===== config.mk =====
export PLATFORM = sky130hd
export DESIGN_NAME = reg_write_arbiter
export DESIGN_NICKNAME = d
export VERILOG_FILES = /design/src/rtl/reg_write_arbiter_pkg.sv /design/src/rtl/reg_bypass_cmp.sv /design/src/rtl/reg_write_arbiter.sv
export SDC_FILE = /design/constraint.sdc
export NUM_CORES = 1
export LEC_CHECK = 0
export ABC_AREA = 1
export CAP_MARGIN = 10
export CORE_MARGIN = 2
export CORE_UTILIZATION = 38
export CTS_BUF_LIST = sky130_fd_sc_hd__clkbuf_8 sky130_fd_sc_hd__clkbuf_16
export DETAILED_ROUTE_END_ITERATION = 16
export PLACE_DENSITY = 0.85
export SLEW_MARGIN = 20
export SYNTH_ARGS = -nofsm -noshare
export SYNTH_HDL_FRONTEND = slang
export SYNTH_SLANG_ARGS = --single-unit

===== constraint.sdc =====
create_clock -name Clk_In -period 2.22 [get_ports Clk_In]
set_input_delay 0.222 -clock Clk_In [delete_from_list [all_inputs] [get_ports Clk_In]]
set_output_delay 0.222 -clock Clk_In [all_outputs]
set_load 0.1 [all_outputs]

===== src/rtl/reg_write_arbiter_pkg.sv =====
`default_nettype none
// ============================================================================
// Module   : reg_write_arbiter_pkg
// Brief    : Shared defaults and write-back priority state encoding.
// Revision : 1.0 - initial release
// ============================================================================
package reg_write_arbiter_pkg;

    localparam int c_DATA_W  = 32;
    localparam int c_ADDR_W  = 6;
    localparam int c_REG_CNT = 32;

    typedef enum logic [0:0] {
        PRI_M = 1'b0,
        PRI_A = 1'b1
    } pri_state_t;

endpackage
`default_nettype wire


===== src/rtl/reg_bypass_cmp.sv =====
`default_nettype none
// ============================================================================
// Module   : reg_bypass_cmp
// Brief    : Matches one read-port address against the write port in flight.
// Revision : 1.0 - initial release
// ============================================================================
module reg_bypass_cmp
    import reg_write_arbiter_pkg::*;
#(
    parameter int DATA_W = c_DATA_W,
    parameter int ADDR_W = c_ADDR_W
) (
    input  logic              i_wr_en,
    input  logic [ADDR_W-1:0] i_wr_addr,
    input  logic [DATA_W-1:0] i_wr_data,
    input  logic [ADDR_W-1:0] i_rs_addr,
    output logic              o_fwd_valid,
    output logic [DATA_W-1:0] o_fwd_data
);

    logic w_hit;

    // x0 is hardwired, so it never forwards
    assign w_hit       = i_wr_en && (i_rs_addr == i_wr_addr) && (i_rs_addr != '0);
    assign o_fwd_valid = w_hit;
    assign o_fwd_data  = w_hit ? i_wr_data : '0;

endmodule
`default_nettype wire


===== src/rtl/reg_write_arbiter.sv =====
`default_nettype none
// ============================================================================
// Module   : reg_write_arbiter
// Brief    : Alternating-priority ALU/memory write-back arbiter with a
//            registered register-file write port and optional read bypass
//            (enabled by defining REG_WRITE_BYPASS_EN).
// Revision : 1.0 - initial release
// ============================================================================
module reg_write_arbiter
    import reg_write_arbiter_pkg::*;
#(
    parameter int DATA_W  = c_DATA_W,
    parameter int ADDR_W  = c_ADDR_W,
    parameter int REG_CNT = c_REG_CNT
) (
    input  logic              Clk_In,
    input  logic              Rst_In,
    input  logic              A_Valid_In,
    input  logic [ADDR_W-1:0] A_Addr_In,
    input  logic [DATA_W-1:0] A_Data_In,
    output logic              A_Ready_Out,
    input  logic              M_Valid_In,
    input  logic [ADDR_W-1:0] M_Addr_In,
    input  logic [DATA_W-1:0] M_Data_In,
    output logic              M_Ready_Out,
    input  logic              Wr_Hold_In,
    output logic              Reg_Write_flag_Out,
    output logic [ADDR_W-1:0] RD_Addr_Out,
    output logic [DATA_W-1:0] RD_Data_Out,
    output logic              Err_Out,
    output logic [15:0]       Wr_Count_Out,
    input  logic [ADDR_W-1:0] RS1_Addr_In,
    input  logic [ADDR_W-1:0] RS2_Addr_In,
    output logic              Fwd1_Valid_Out,
    output logic [DATA_W-1:0] Fwd1_Data_Out,
    output logic              Fwd2_Valid_Out,
    output logic [DATA_W-1:0] Fwd2_Data_Out
);

    pri_state_t        r_pri;
    pri_state_t        w_pri_nxt;
    logic              w_a_ready;
    logic              w_m_ready;
    logic              w_grant;
    logic [ADDR_W-1:0] w_sel_addr;
    logic [DATA_W-1:0] w_sel_data;
    logic              w_in_range;
    logic              w_commit;
    logic              w_drop;

    logic              r_flag;
    logic              r_err;
    logic [ADDR_W-1:0] r_addr;
    logic [DATA_W-1:0] r_data;
    logic [15:0]       r_count;

    always_ff @(posedge Clk_In or posedge Rst_In) begin
        if (Rst_In) begin
            r_pri <= PRI_M;
        end else begin
            r_pri <= w_pri_nxt;
        end
    end

    // A requester loses only when the other is also valid and holds priority
    always_comb begin
        w_a_ready = 1'b0;
        w_m_ready = 1'b0;
        w_pri_nxt = r_pri;
        if (!Wr_Hold_In) begin
            w_m_ready = M_Valid_In && (!A_Valid_In || (r_pri == PRI_M));
            w_a_ready = A_Valid_In && (!M_Valid_In || (r_pri == PRI_A));
        end
        if (w_m_ready) begin
            w_pri_nxt = PRI_A;
        end else if (w_a_ready) begin
            w_pri_nxt = PRI_M;
        end
    end

    assign A_Ready_Out = w_a_ready;
    assign M_Ready_Out = w_m_ready;

    assign w_grant    = w_a_ready || w_m_ready;
    assign w_sel_addr = w_m_ready ? M_Addr_In : A_Addr_In;
    assign w_sel_data = w_m_ready ? M_Data_In : A_Data_In;
    assign w_in_range = 32'(w_sel_addr) < 32'(REG_CNT);
    assign w_commit   = w_grant && w_in_range && (w_sel_addr != '0);
    assign w_drop     = w_grant && !w_in_range;

    // Address/data only move on a real commit so the port holds its last write
    always_ff @(posedge Clk_In or posedge Rst_In) begin
        if (Rst_In) begin
            r_flag  <= 1'b0;
            r_err   <= 1'b0;
            r_addr  <= '0;
            r_data  <= '0;
            r_count <= '0;
        end else begin
            r_flag <= w_commit;
            r_err  <= w_drop;
            if (w_commit) begin
                r_addr  <= w_sel_addr;
                r_data  <= w_sel_data;
                r_count <= r_count + 16'd1;
            end
        end
    end

    assign Reg_Write_flag_Out = r_flag;
    assign RD_Addr_Out        = r_addr;
    assign RD_Data_Out        = r_data;
    assign Err_Out            = r_err;
    assign Wr_Count_Out       = r_count;

`ifdef REG_WRITE_BYPASS_EN
    reg_bypass_cmp #(
        .DATA_W (DATA_W),
        .ADDR_W (ADDR_W)
    ) u_bypass_rs1 (
        .i_wr_en     (r_flag),
        .i_wr_addr   (r_addr),
        .i_wr_data   (r_data),
        .i_rs_addr   (RS1_Addr_In),
        .o_fwd_valid (Fwd1_Valid_Out),
        .o_fwd_data  (Fwd1_Data_Out)
    );

    reg_bypass_cmp #(
        .DATA_W (DATA_W),
        .ADDR_W (ADDR_W)
    ) u_bypass_rs2 (
        .i_wr_en     (r_flag),
        .i_wr_addr   (r_addr),
        .i_wr_data   (r_data),
        .i_rs_addr   (RS2_Addr_In),
        .o_fwd_valid (Fwd2_Valid_Out),
        .o_fwd_data  (Fwd2_Data_Out)
    );
`else
    logic w_unused_rs;

    assign w_unused_rs    = ^{RS1_Addr_In, RS2_Addr_In};
    assign Fwd1_Valid_Out = 1'b0;
    assign Fwd1_Data_Out  = '0;
    assign Fwd2_Valid_Out = 1'b0;
    assign Fwd2_Data_Out  = '0;
`endif

endmodule
`default_nettype wire


==> results of run 1 <==
## layout make-up
| type | instances | area [um2] |
|---|---|---|
| multi-input cells | 408 | 1758 |
| flip-flops and latches | 57 | 1426 |
| inverters | 31 | 116.4 |
| well taps | 129 | 161.4 |
| clock inverters | 4 | 45.04 |
| repair buffers | 150 | 1426 |
| clock buffers | 10 | 137.6 |
| fillers | 887 | 4257 |
## kinds of logic after synthesis
family | Yosys count | share of synthesized area, %
other cells | 1 | 0.1015
fa+ha+maj | 1 | 0.3387
xor+xnor | 11 | 2.608
flops | 57 | 38.62
buf+inv | 119 | 20.60
compound gates | 7 | 1.389
simple gates | 323 | 36.35
## metal layers
metal  GRT usage (%)  share of wire [%]
met1           19.10                 38
met2           31.37                 52
met3           4.610                7.2
met4           7.077                2.2
met5               0                  0
## sequential cells by signal, summed over array words and instances, names as in the netlist
signal	count
RD_Addr_Out	6
RD_Data_Out	32
Wr_Count_Out	16
Err_Out	1
r_pri	1
Reg_Write_flag_Out	1
## worst paths after layout
path	startpoint	endpoint	slack, ns
worst max-delay path	r_pri	M_Ready_Out	0.32
worst min-delay path	Rst_In	RD_Data_Out[3]	0.24
worst max register to register	r_pri	RD_Data_Out[24]	0.43
worst min register to register	RD_Data_Out[22]	RD_Data_Out[22]	0.47
max in group asynchronous	Rst_In	Wr_Count_Out[8]	1.33
min in group Clk_In	RD_Data_Out[22]	RD_Data_Out[22]	0.47
## where the power goes
part | switching, mW | leakage (nW) | internal, mW
Clock | 0.407 | 0.0978 | 0.530
Sequential | 0.145 | 0.734 | 1.22
Combinational | 2.22 | 1.95 | 0.528
Total | 2.77 | 2.78 | 2.28
## cells in the mapped netlist, drive strengths merged, types with 2 or more instances
master  number
nand3       63
nand2      237
o21ai        4
nand4        2
nand3b       2
dfrtp       57
nor2        14
buf         87
xor2         7
inv         30
xnor2        4
nor3         3
## stage by stage
step,util (%),power (mW)
finish,54.37,5.049
global route,54.37,5.245
CTS,54.37,5.084
detailed placement,52.41,4.141
global placement,52.41,4.107
floorplan,-,3.626
## critical path: cells and delay by family, from the launching register on
family	cells	cell delay [ns]
buffers and inverters	4	0.65
flip-flops	1	0.39
AND/OR/NAND/NOR	2	0.29
==> impl_metrics.py, run 1 <==
metrics = {
    "run_status": {
        "run_status": "complete, no violations",
    },
    "placed_design": {
        "placed_wire_length_estimate_after_detailed_placement_mm": 7.160,
        "detailed_place.area_um2": 4888,
        "io_buffer_count": 138,
        "gp_congestion": 0.8136,
        "placedCellCount": 775,
        "worst_setup_timing_slack_at_the_placement_stage_ns": 0.09584,
    },
    "clock_tree": {
        "cts_buffer_depth": 2,
        "tritoncts_clock_tree": "done",
        "cts_sinks": 57,
        "postCtsSetupRepairBufs": 0,
        "cts.reportedPaths.clkPinSlew_ns": 0.06,
        "holdBufCountCts": 0,
        "cts_inserted_buffers": 9,
        "cts-resized-gates": 0,
        "cts-root-buf": "sky130_fd_sc_hd__clkbuf_8",
        "worst_skew_pair.late_latency_ns": 0.34,
        "cts_htree_levels": 3,
    },
    "worst_setup_path": {
        "timing.setup.critical_path_class": "flip-flop to output pin",
        "crit_top_cell": "sky130_fd_sc_hd__buf_4",
        "endpoint_kind": "output pin",
        "worst_setup_path_start_kind": "flip-flop",
        "crit_path_top_delay_cell": "sky130_fd_sc_hd__dfrtp_1",
        "path_depth_of_the_worst_reg2reg_path": 9,
        "worst-endpoint-required_ns": 2.00,
        "timing.critical_path.fanout_max": 10,
        "worst_path_largest_cell_delay_ns": 0.39,
        "cp_cell_sequence": "nand2_2 -> nand3_2 -> buf_4 -> inv_1 -> buf_4 -> buf_12",
        "arrival_ns": 1.68,
    },
    "sta": {
        "grt_setup_unrepaired": "no",
        "hold_ws_ns": 0.2392,
        "clock.fmax_mhz": 527.1,
        "final_critical_path_setup_slack_ns": 0.3229,
        "period_needed_ns": 1.897,
        "worst_pin_slew_ns": 0.5119,
        "slew_viol_final": 0,
        "finalClockSkew_ns": 0.009662,
        "finalSetupViolCount": 0,
        "setup_tns_ns": 0,
        "max_slew_margin_pct": 65.82,
        "timing.final.hold_violations": 0,
        "layout_worst_path_cycle_share_pct": 85.46,
    },
    "die": {
        "die_height_um": 102.6,
        "start_util_pct": 39.60,
        "placeableCoreArea_um2": 9328,
        "die_area_um2": 10520,
        "die_w_um": 102.6,
        "placementRows": 35,
        "io-pin-count": 217,
    },
    "logic_synthesis": {
        "synth.ff_latch_count": 57,
        "synth_cells": 519,
        "syn-cell-area_um2": 3694,
        "share_of_flip_flops_with_an_asynchronous_set_or_reset_after_synthesis_pct": 100.0,
        "yosysWarnings": 0,
        "netlist_top_cells_area": "sky130_fd_sc_hd__dfrtp_1, sky130_fd_sc_hd__nand2_1, sky130_fd_sc_hd__buf_4",
        "synth_enable_flop_cells": 0,
        "synthFlopType": "sky130_fd_sc_hd__dfrtp_1",
        "sequential_to_total_area_share_from_yosys_stat_pct": 38.62,
        "synth_cell_type_count": 25,
        "synth.top_cell.area_share_pct": 38.62,
        "synth_top_area_cell": "sky130_fd_sc_hd__dfrtp_1",
        "syn_avg_cell_area_um2": 7.117,
    },
    "grt": {
        "antenna_found_initial": 0,
        "maximum_number_of_pins_on_one_net_before_global_route_repair": 29,
        "overflow": 0,
        "first_pass_grt_wire_length_mm": 14.30,
        "gr-usage-all-layers_pct": 17.29,
        "first_global_vias": 3169,
    },
    "routing": {
        "drc": 0,
        "drt-wirelength-per-cell_um": 11.66,
        "wirelength_mm": 9.197,
        "drtPass1Iterations": 6,
        "dr.first_iter.drc_count": 80,
        "via_count": 3482,
        "route.detailed.vias_per_inst": 4.413,
        "ant_nets": 0,
    },
    "final_layout": {
        "final_common_cell": "sky130_fd_sc_hd__nand2_1",
        "flow.area_growth_from_synthesis_pct": 37.30,
        "post_route_cells_drive_above_1_share_pct": 15.00,
        "diodes": 0,
        "most-common-layout-cells": "sky130_fd_sc_hd__nand2_1, sky130_fd_sc_hd__clkdlybuf4s50_1, sky130_fd_sc_hd__conb_1",
        "final_nets": 751,
        "final_cells": 789,
        "layout.cell_area.non_filler_um2": 5071,
    },
    "power": {
        "cellLeakagePower_nw": 2.779,
        "power-per-cell-area_nw_per_um2": 995.6,
        "max-vdd-ir-drop_mv": 0.6571,
    },
    "min_path": {
        "hp-class": "primary input to asynchronous set/reset pin",
    },
    "run": {
        "max-cap-violations": 0,
    },
}
No activity file was read; power rests on OpenSTA's default activity.
==> run 2, diff against run 1 <==
SYNTH_HIERARCHICAL = 1   (was unset)
==> results of run 2 <==
The final DEF is identical to that of run 1; final timing and power are the same.
Among the figures that moved: Yosys warning count 0 -> 6
